## config.mk

```make
export PLATFORM = sky130hd
export DESIGN_NAME = muldiv_seq
export DESIGN_NICKNAME = d
export VERILOG_FILES = /design/src/rtl/muldiv_seq.sv
export SDC_FILE = /design/constraint.sdc
export NUM_CORES = 1
export LEC_CHECK = 0
export ABC_CLOCK_PERIOD_IN_PS = 9700
export BUFFER_PORTS_ARGS = -buffer_cell sky130_fd_sc_hd__buf_2
export CAP_MARGIN = 15
export CELL_PAD_IN_SITES_DETAIL_PLACEMENT = 0
export CELL_PAD_IN_SITES_GLOBAL_PLACEMENT = 1
export CORE_ASPECT_RATIO = 0.8
export CORE_MARGIN = 2
export CORE_UTILIZATION = 49
export DETAILED_ROUTE_END_ITERATION = 6
export GPL_ROUTABILITY_DRIVEN = 0
export PLACE_DENSITY_LB_ADDON = 0.2
export RECOVER_POWER = 50
export SLEW_MARGIN = 30
export SYNTH_ARGS = -nofsm -noshare
export SYNTH_HDL_FRONTEND = slang
export SYNTH_SLANG_ARGS = --single-unit
```

## constraint.sdc

```tcl
create_clock -name Clk -period 9.7 [get_ports Clk]
set_clock_uncertainty 0.1 [all_clocks]
set_input_delay 0 -clock Clk [delete_from_list [all_inputs] [get_ports Clk]]
set_output_delay 0 -clock Clk [all_outputs]
set_load 0.05 [all_outputs]
```

## src/rtl/muldiv_seq.sv

```systemverilog
// muldiv_seq: multi-cycle MULT/DIV sequencer that owns the HI/LO register pair.
// The control unit pulses Start with the rs/rt operands and stalls while Busy
// is high. The block runs a shift-add multiply or a restoring divide, one bit
// per clock. A final FIX cycle applies the sign correction and writes Hi/Lo,
// and Done pulses for one cycle when the result is available.
//
// Optional feature: define MULDIV_UNSIGNED_EN to make Op[1] select the
// unsigned MULTU/DIVU variants. Without it, Op[1] is ignored and no unsigned
// path is built. Latency is the same in both builds.

module muldiv_seq #(
  parameter int WIDTH = 32
) (
  input  logic             Clk,
  input  logic             Reset,
  input  logic             Start,
  input  logic [1:0]       Op,
  input  logic [WIDTH-1:0] A,
  input  logic [WIDTH-1:0] B,
  output logic             Busy,
  output logic             Done,
  output logic             DivZero,
  output logic [WIDTH-1:0] Hi,
  output logic [WIDTH-1:0] Lo
);

  localparam int CW = (WIDTH > 1) ? $clog2(WIDTH) : 1;
  localparam logic [CW-1:0] LastCount = CW'(WIDTH - 1);

  typedef enum logic [2:0] {
    IDLE = 3'd0,
    MUL  = 3'd1,
    DIV  = 3'd2,
    FIX  = 3'd3,
    DONE = 3'd4
  } state_t;

  state_t             state_q;
  logic [CW-1:0]      counter_q;
  logic [2*WIDTH-1:0] acc_q;
  logic [WIDTH-1:0]   opnd_q;
  logic               signA_q;
  logic               signB_q;
  logic               signed_q;
  logic               isDiv_q;
  logic               busy_q;
  logic               done_q;
  logic               divZero_q;
  logic [WIDTH-1:0]   hi_q;
  logic [WIDTH-1:0]   lo_q;

  logic               reqSigned;
  logic               reqDiv;
  logic               negA;
  logic               negB;
  logic [WIDTH-1:0]   magA;
  logic [WIDTH-1:0]   magB;

  logic [WIDTH:0]     mulSum;
  logic [2*WIDTH-1:0] accMul_d;
  logic [2*WIDTH:0]   divShift;
  logic [WIDTH:0]     divTrial;
  logic [2*WIDTH-1:0] accDiv_d;

  logic [2*WIDTH-1:0] fixProduct;
  logic [WIDTH-1:0]   fixQuot;
  logic [WIDTH-1:0]   fixRem;
  logic [WIDTH-1:0]   hi_d;
  logic [WIDTH-1:0]   lo_d;

`ifndef MULDIV_UNSIGNED_EN
  logic unusedOpBit;
  assign unusedOpBit = Op[1];
`endif

  // Decode the request and take operand magnitudes; 0x80..0 negates to itself,
  // which is exactly the unsigned magnitude we want.
  always_comb begin
    reqSigned = 1'b1;
`ifdef MULDIV_UNSIGNED_EN
    reqSigned = ~Op[1];
`endif
    reqDiv = Op[0];
    negA   = reqSigned & A[WIDTH-1];
    negB   = reqSigned & B[WIDTH-1];
    magA   = negA ? -A : A;
    magB   = negB ? -B : B;
  end

  // One multiply iteration: add the multiplicand into the upper half when the
  // current multiplier bit is set, then shift the whole accumulator right.
  // The add carry lands in the top bit after the shift, so no extra bit is kept.
  always_comb begin
    mulSum   = {1'b0, acc_q[2*WIDTH-1:WIDTH]}
             + (acc_q[0] ? {1'b0, opnd_q} : {(WIDTH+1){1'b0}});
    accMul_d = {mulSum, acc_q[WIDTH-1:1]};
  end

  // One restoring divide iteration: remainder sits in the upper half and the
  // quotient shifts in at the bottom. The remainder is always below the divisor,
  // so the bit lost on a failed trial is known to be zero.
  always_comb begin
    divShift = {acc_q, 1'b0};
    divTrial = divShift[2*WIDTH:WIDTH] - {1'b0, opnd_q};
    if (divTrial[WIDTH]) begin
      accDiv_d = divShift[2*WIDTH-1:0];
    end else begin
      accDiv_d = {divTrial[WIDTH-1:0], divShift[WIDTH-1:1], 1'b1};
    end
  end

  // Sign correction applied in the FIX cycle: product and quotient follow the
  // XOR of operand signs, and the remainder follows the dividend's sign.
  always_comb begin
    fixProduct = (signed_q & (signA_q ^ signB_q)) ? -acc_q : acc_q;
    fixQuot    = (signed_q & (signA_q ^ signB_q)) ? -acc_q[WIDTH-1:0]
                                                  : acc_q[WIDTH-1:0];
    fixRem     = (signed_q & signA_q) ? -acc_q[2*WIDTH-1:WIDTH]
                                      : acc_q[2*WIDTH-1:WIDTH];
    if (isDiv_q) begin
      hi_d = fixRem;
      lo_d = fixQuot;
    end else begin
      hi_d = fixProduct[2*WIDTH-1:WIDTH];
      lo_d = fixProduct[WIDTH-1:0];
    end
  end

  // Sequencer: accepts Start only in IDLE, iterates WIDTH times, fixes signs,
  // then raises Done for one cycle. Hi/Lo change only in FIX or on reset.
  always_ff @(posedge Clk or posedge Reset) begin
    if (Reset) begin
      state_q   <= IDLE;
      counter_q <= '0;
      acc_q     <= '0;
      opnd_q    <= '0;
      signA_q   <= 1'b0;
      signB_q   <= 1'b0;
      signed_q  <= 1'b0;
      isDiv_q   <= 1'b0;
      busy_q    <= 1'b0;
      done_q    <= 1'b0;
      divZero_q <= 1'b0;
      hi_q      <= '0;
      lo_q      <= '0;
    end else begin
      done_q <= 1'b0;
      case (state_q)
        IDLE: begin
          if (Start) begin
            counter_q <= '0;
            divZero_q <= 1'b0;
            signA_q   <= negA;
            signB_q   <= negB;
            signed_q  <= reqSigned;
            isDiv_q   <= reqDiv;
            busy_q    <= 1'b1;
            if (!reqDiv) begin
              opnd_q  <= magA;
              acc_q   <= {{WIDTH{1'b0}}, magB};
              state_q <= MUL;
            end else if (B == '0) begin
              divZero_q <= 1'b1;
              done_q    <= 1'b1;
              state_q   <= DONE;
            end else begin
              opnd_q  <= magB;
              acc_q   <= {{WIDTH{1'b0}}, magA};
              state_q <= DIV;
            end
          end
        end
        MUL: begin
          acc_q     <= accMul_d;
          counter_q <= counter_q + CW'(1);
          if (counter_q == LastCount) begin
            state_q <= FIX;
          end
        end
        DIV: begin
          acc_q     <= accDiv_d;
          counter_q <= counter_q + CW'(1);
          if (counter_q == LastCount) begin
            state_q <= FIX;
          end
        end
        FIX: begin
          hi_q    <= hi_d;
          lo_q    <= lo_d;
          done_q  <= 1'b1;
          state_q <= DONE;
        end
        DONE: begin
          busy_q  <= 1'b0;
          state_q <= IDLE;
        end
        default: begin
          busy_q  <= 1'b0;
          state_q <= IDLE;
        end
      endcase
    end
  end

  assign Busy    = busy_q;
  assign Done    = done_q;
  assign DivZero = divZero_q;
  assign Hi      = hi_q;
  assign Lo      = lo_q;

endmodule

```

Yosys cells after proc, flatten, opt, wreduce, memory -nomap -nowiden. Index checks and enable logic that the tools add are counted.

Add/sub/neg operators: 8. Equal/unequal tests: 8. Mux-type cells: 28. Bitwise logic cells: 4. Reductions and logical operators: 12.

Operator list (number): 64-bit two-way mux (5); 32-bit two-way mux (9); 64-bit case mux with 3 select lines (1); 32-bit negator (4); 64-bit negator (1); 32-bit by 32-bit adder with 33-bit output (1); 33-bit by 32-bit subtractor with 33-bit output (1); 32-bit zero test (1); 3-bit two-way mux (4); 5-bit case mux with 2 select lines (1); 3-bit case mux with 3 select lines (1); 2-bit AND reduction (4); 3-bit by 2-bit == test with 1-bit output (second input constant) (2); 3-bit AND reduction (2); 5-bit by 1-bit adder with 5-bit output (second input constant) (1); 5-bit == test (second input constant) (1); 5-bit two-way mux (1); 1-bit two-way mux (4); 2-bit inequality test (second input constant) (2); 1-bit case mux with 2 select lines (2); 3-bit by 1-bit == test with 1-bit output (second input constant) (1); 3-bit zero test (1); 3-bit inequality test (second input constant) (1); 3-bit nonzero test (1); 7 further kinds (8).

Bits in registers: 175. Input port bits: 69. Output and inout port bits: 67. Word-level logic and storage cells: 73.

Depth between registers and ports, before layout.
Depth after elaboration: 6. Depth in mapped cells: 14. Depth with buffers taken out: 13.

Worst setup path before layout. No wires, ideal clock.

Path type: flip-flop to flip-flop. Start: register acc_q[31]. End: register acc_q[32]. Library setup time: 0.146 ns. Arrival: 3.354 ns. Required time: 9.454 ns. Slack: 6.100 ns. Stages on the path, launching flop included: 15. Buffers on the path: 2. Cells stage by stage: dfrtp_1 > inv_1 > ha_1 > fa_1 > nor2b_1 > o31a_1 > o21ai_0 > o21ai_0 > a21oi_1 > o31a_1 > or2_2 > buf_2 > buf_1 > o211ai_1 > o221ai_1.

Longest elaborated chain between the ends: 3.

RTL lines: start, declared (line 40) `logic [2*WIDTH-1:0] acc_q;`; start signal, assigned (line 160) `acc_q <= {{WIDTH{1'b0}}, magB};`; start signal, assigned (line 168) `acc_q <= {{WIDTH{1'b0}}, magA};`; start signal, assigned (line 174) `acc_q <= accMul_d;`; 33-bit by 32-bit subtractor with 33-bit output (line 104) `divTrial = divShift[2*WIDTH:WIDTH] - {1'b0, opnd_q};`; 64-bit two-way mux (*) (line 105) `if (divTrial[WIDTH]) begin`; 64-bit case mux with 3 select lines (*) (line 148) `case (state_q)`.

Mark *: on every way between the ends. The rest lies on a longest branch, timed or not. A chain may end at the register's enable or synchronous reset.

==> flow_summary.json <==
{
  "ys_types": 79,
  "r2r-end": "acc_q[61]",
  "hold_viol": 0,
  "violations": "capacitance limit, slew limit",
  "r2r_start": "acc_q[31]",
  "cp-start-kind": "input port",
  "num_vias": 13700,
  "vias_per_cell": 5.97,
  "clock_tree.root_cell": "clkbuf_16",
  "synthFlopType": "dfrtp_1",
  "grt_max_degree": 112,
  "ys_ff_latch": 175,
  "rr_worst_depth": 13,
  "gr-usage-met2": 0.409,
  "synth_edf_count": 0,
  "syn_area_sq_um": 14200,
  "mostFrequentLayoutCell": "nand2_1",
  "clkSlewWorstSetupHoldPaths_ps": 70,
  "maxSlewViolCount": 244,
  "pin_count": 136,
  "rows": 55,
  "layout-drive-gt1-share": 0.0731,
  "postCtsSetupBuffers": 0,
  "drcViolationCount": 0,
  "grt_pass1_vias": 12400,
  "die-area_sq_um": 30300,
  "setup_viol": 0,
  "power.density_nw_per_um2": 410,
  "hold_slack_ps": 6.35,
  "rsz0062_at_grt": "false",
  "clock-sinks": 175,
  "area.growth.synth_to_final_pct": 13.0,
  "start_util": 0.499,
  "chipWidth_um": 194,
  "htreeDepth": 4,
  "final_cell_mix": "196 x nand2_1, 191 x o21ai_0, 187 x nor2_1, 175 x dfrtp_1, 151 x a21oi_1",
  "fin_crit_ps": 5550,
  "critPathKind": "input port to async pin",
  "syn_inst": 1793,
  "cts_max_path_buffers": 2,
  "portBuffers": 134,
  "hpwl_mm": 33.5,
  "cp_max_fo": 75,
  "grt_first_pass_wirelength_mm": 69.2,
  "dp_slack_ps": 5090,
  "tns_ps": 0,
  "syn-num-nets": 1934,
  "numCtsBuffers": 17,
  "ir_drop_mv": 0.304,
  "cts_tree": "done",
  "max_freq_mhz": 180,
  "coreArea_sq_um": 28400,
  "layout_setup_ws_ps": 4150,
  "post-route-cell-area_sq_um": 16000,
  "fp.dieH_um": 156,
  "antenna_found_initial": 0,
  "drtIter0Drc": 1287,
  "crit_arrival_ps": 6070,
  "grt.total_usage": 0.290,
  "nFillCells": 2744,
  "wl_per_cell_um": 19.4,
  "worst_pin_slew_ps": 4230,
  "antenna_cells": 0,
  "wirelength_mm": 44.3,
  "top_usage_layer": "met1",
  "worstHoldPathCells": 5,
  "cp_data_required_time_ps": 10220,
  "syn_area_per_cell_sq_um": 7.89,
  "ys_warn_count": 0,
  "hold_end": "opnd_q[1]",
  "nets": 2044,
  "placed_area_sq_um": 15000,
  "grt-ovfl-total": 0,
  "leakage_nw": 6.90,
  "clk_latency_ps": 450,
  "async_flop_share": 1.00,
  "utilization": 0.564,
  "max_cap_viol_count": 4,
  "ff2ff_setup_slack_ps": 4900,
  "status": "complete, but fails checks",
  "finalCritPeriodShare": 0.572,
  "hp-class": "input port to flop",
  "detail-route-antenna-nets": 0,
  "hp-start": "A[1]",
  "end_kind": "async pin",
  "yosysSeqAreaShare": 0.309,
  "first_pass_iters": 5,
  "grt_util_met1": 0.448,
  "maxSlewHeadroom": -1.82,
  "grt_use_met3": 0.0553
}
## flip-flops by register name (all words and copies together) (netlist names)
signal,flops
state_q,3
Done,1
Lo,32
isDiv_q,1
opnd_q,32
Busy,1
signA_q,1
DivZero,1
Hi,32
signed_q,1
counter_q,5
acc_q,64
signB_q,1
## power by group
| part | switching (mW) | total [mW] | internal, mW |
|---|---|---|---|
| Sequential | 0.436 | 1.50 | 1.07 |
| Clock | 0.343 | 0.722 | 0.378 |
| Combinational | 2.78 | 4.34 | 1.55 |
| Total | 3.56 | 6.56 | 3.00 |
## per-stage QoR
stage                     cells  power [mW]
after floorplan            1793        4.72
after global placement     2206        5.72
after detailed placement   2207        5.79
after CTS                  2285        6.55
after global routing       2286        7.09
final                      2286        6.56
## critical path: stages
cell and delay, ps:
dlygate4sd3_1 530, clkbuf_1 110, clkinvlp_2 1020, clkbuf_1 3050, clkbuf_1 950, buf_16 330
## final cells by class
| cell class | count | area, sq um | share of cell area |
|---|---|---|---|
| multi-input cells | 1445 | 9110 | 0.570 |
| well taps | 370 | 463 | 0.0289 |
| inverters | 70 | 264 | 0.0165 |
| flip-flops and latches | 175 | 4380 | 0.274 |
| clock buffers | 19 | 443 | 0.0277 |
| repair buffers | 194 | 1170 | 0.0729 |
| clock inverters | 13 | 170 | 0.0106 |
## worst max-delay path by stage
stage	from	end	slack, ps
after floorplan	Reset	Busy	4850
after global placement	acc_q[31]	acc_q[43]	5100
after detailed placement	acc_q[31]	acc_q[43]	5090
after CTS	acc_q[31]	acc_q[43]	5050
after global routing	Reset	Hi[2]	3120
final	Reset	Lo[22]	4150
## what timing repair did
item                      4_1_cts  5_1_grt
hold endpoints to repair       68        0
gates resized for setup         0        0
hold buffers                   46        0
## synthesized netlist by cell type, drive strengths merged (27+ instances only)
cell type | count | area, sq um
dfrtp | 175 | 4380
nor3 | 34 | 170
nand3 | 34 | 170
ha | 70 | 876
nor2 | 187 | 702
a211oi | 31 | 233
xor2 | 74 | 648
xnor2 | 96 | 841
clkbuf | 86 | 324
nand2 | 197 | 739
o21ai | 195 | 976
a21oi | 151 | 756
mux2i | 27 | 270
inv | 69 | 259
## per-layer routing
metal,routed length (um),part of all wire,vias to the layer above
li1,-,-,6666
met1,21600,0.49,6430
met2,18100,0.41,526
met3,3830,0.086,36
met4,687,0.016,0
met5,0,0,-
## kinds of logic (layout without fill, tap and decap cells)
family                   after synthesis  count (layout)  synth area share
XOR/XNOR                             170             170             0.105
adder cells (fa/ha/maj)               72              72            0.0647
AO/OA/AOI/OAI                        587             587             0.260
multiplexers                          30              30            0.0215
buffers and inverters                173             296            0.0480
AND/OR/NAND/NOR                      586             586             0.191
flip-flops                           175             175             0.309
No activity file was read; power rests on OpenSTA's default activity.
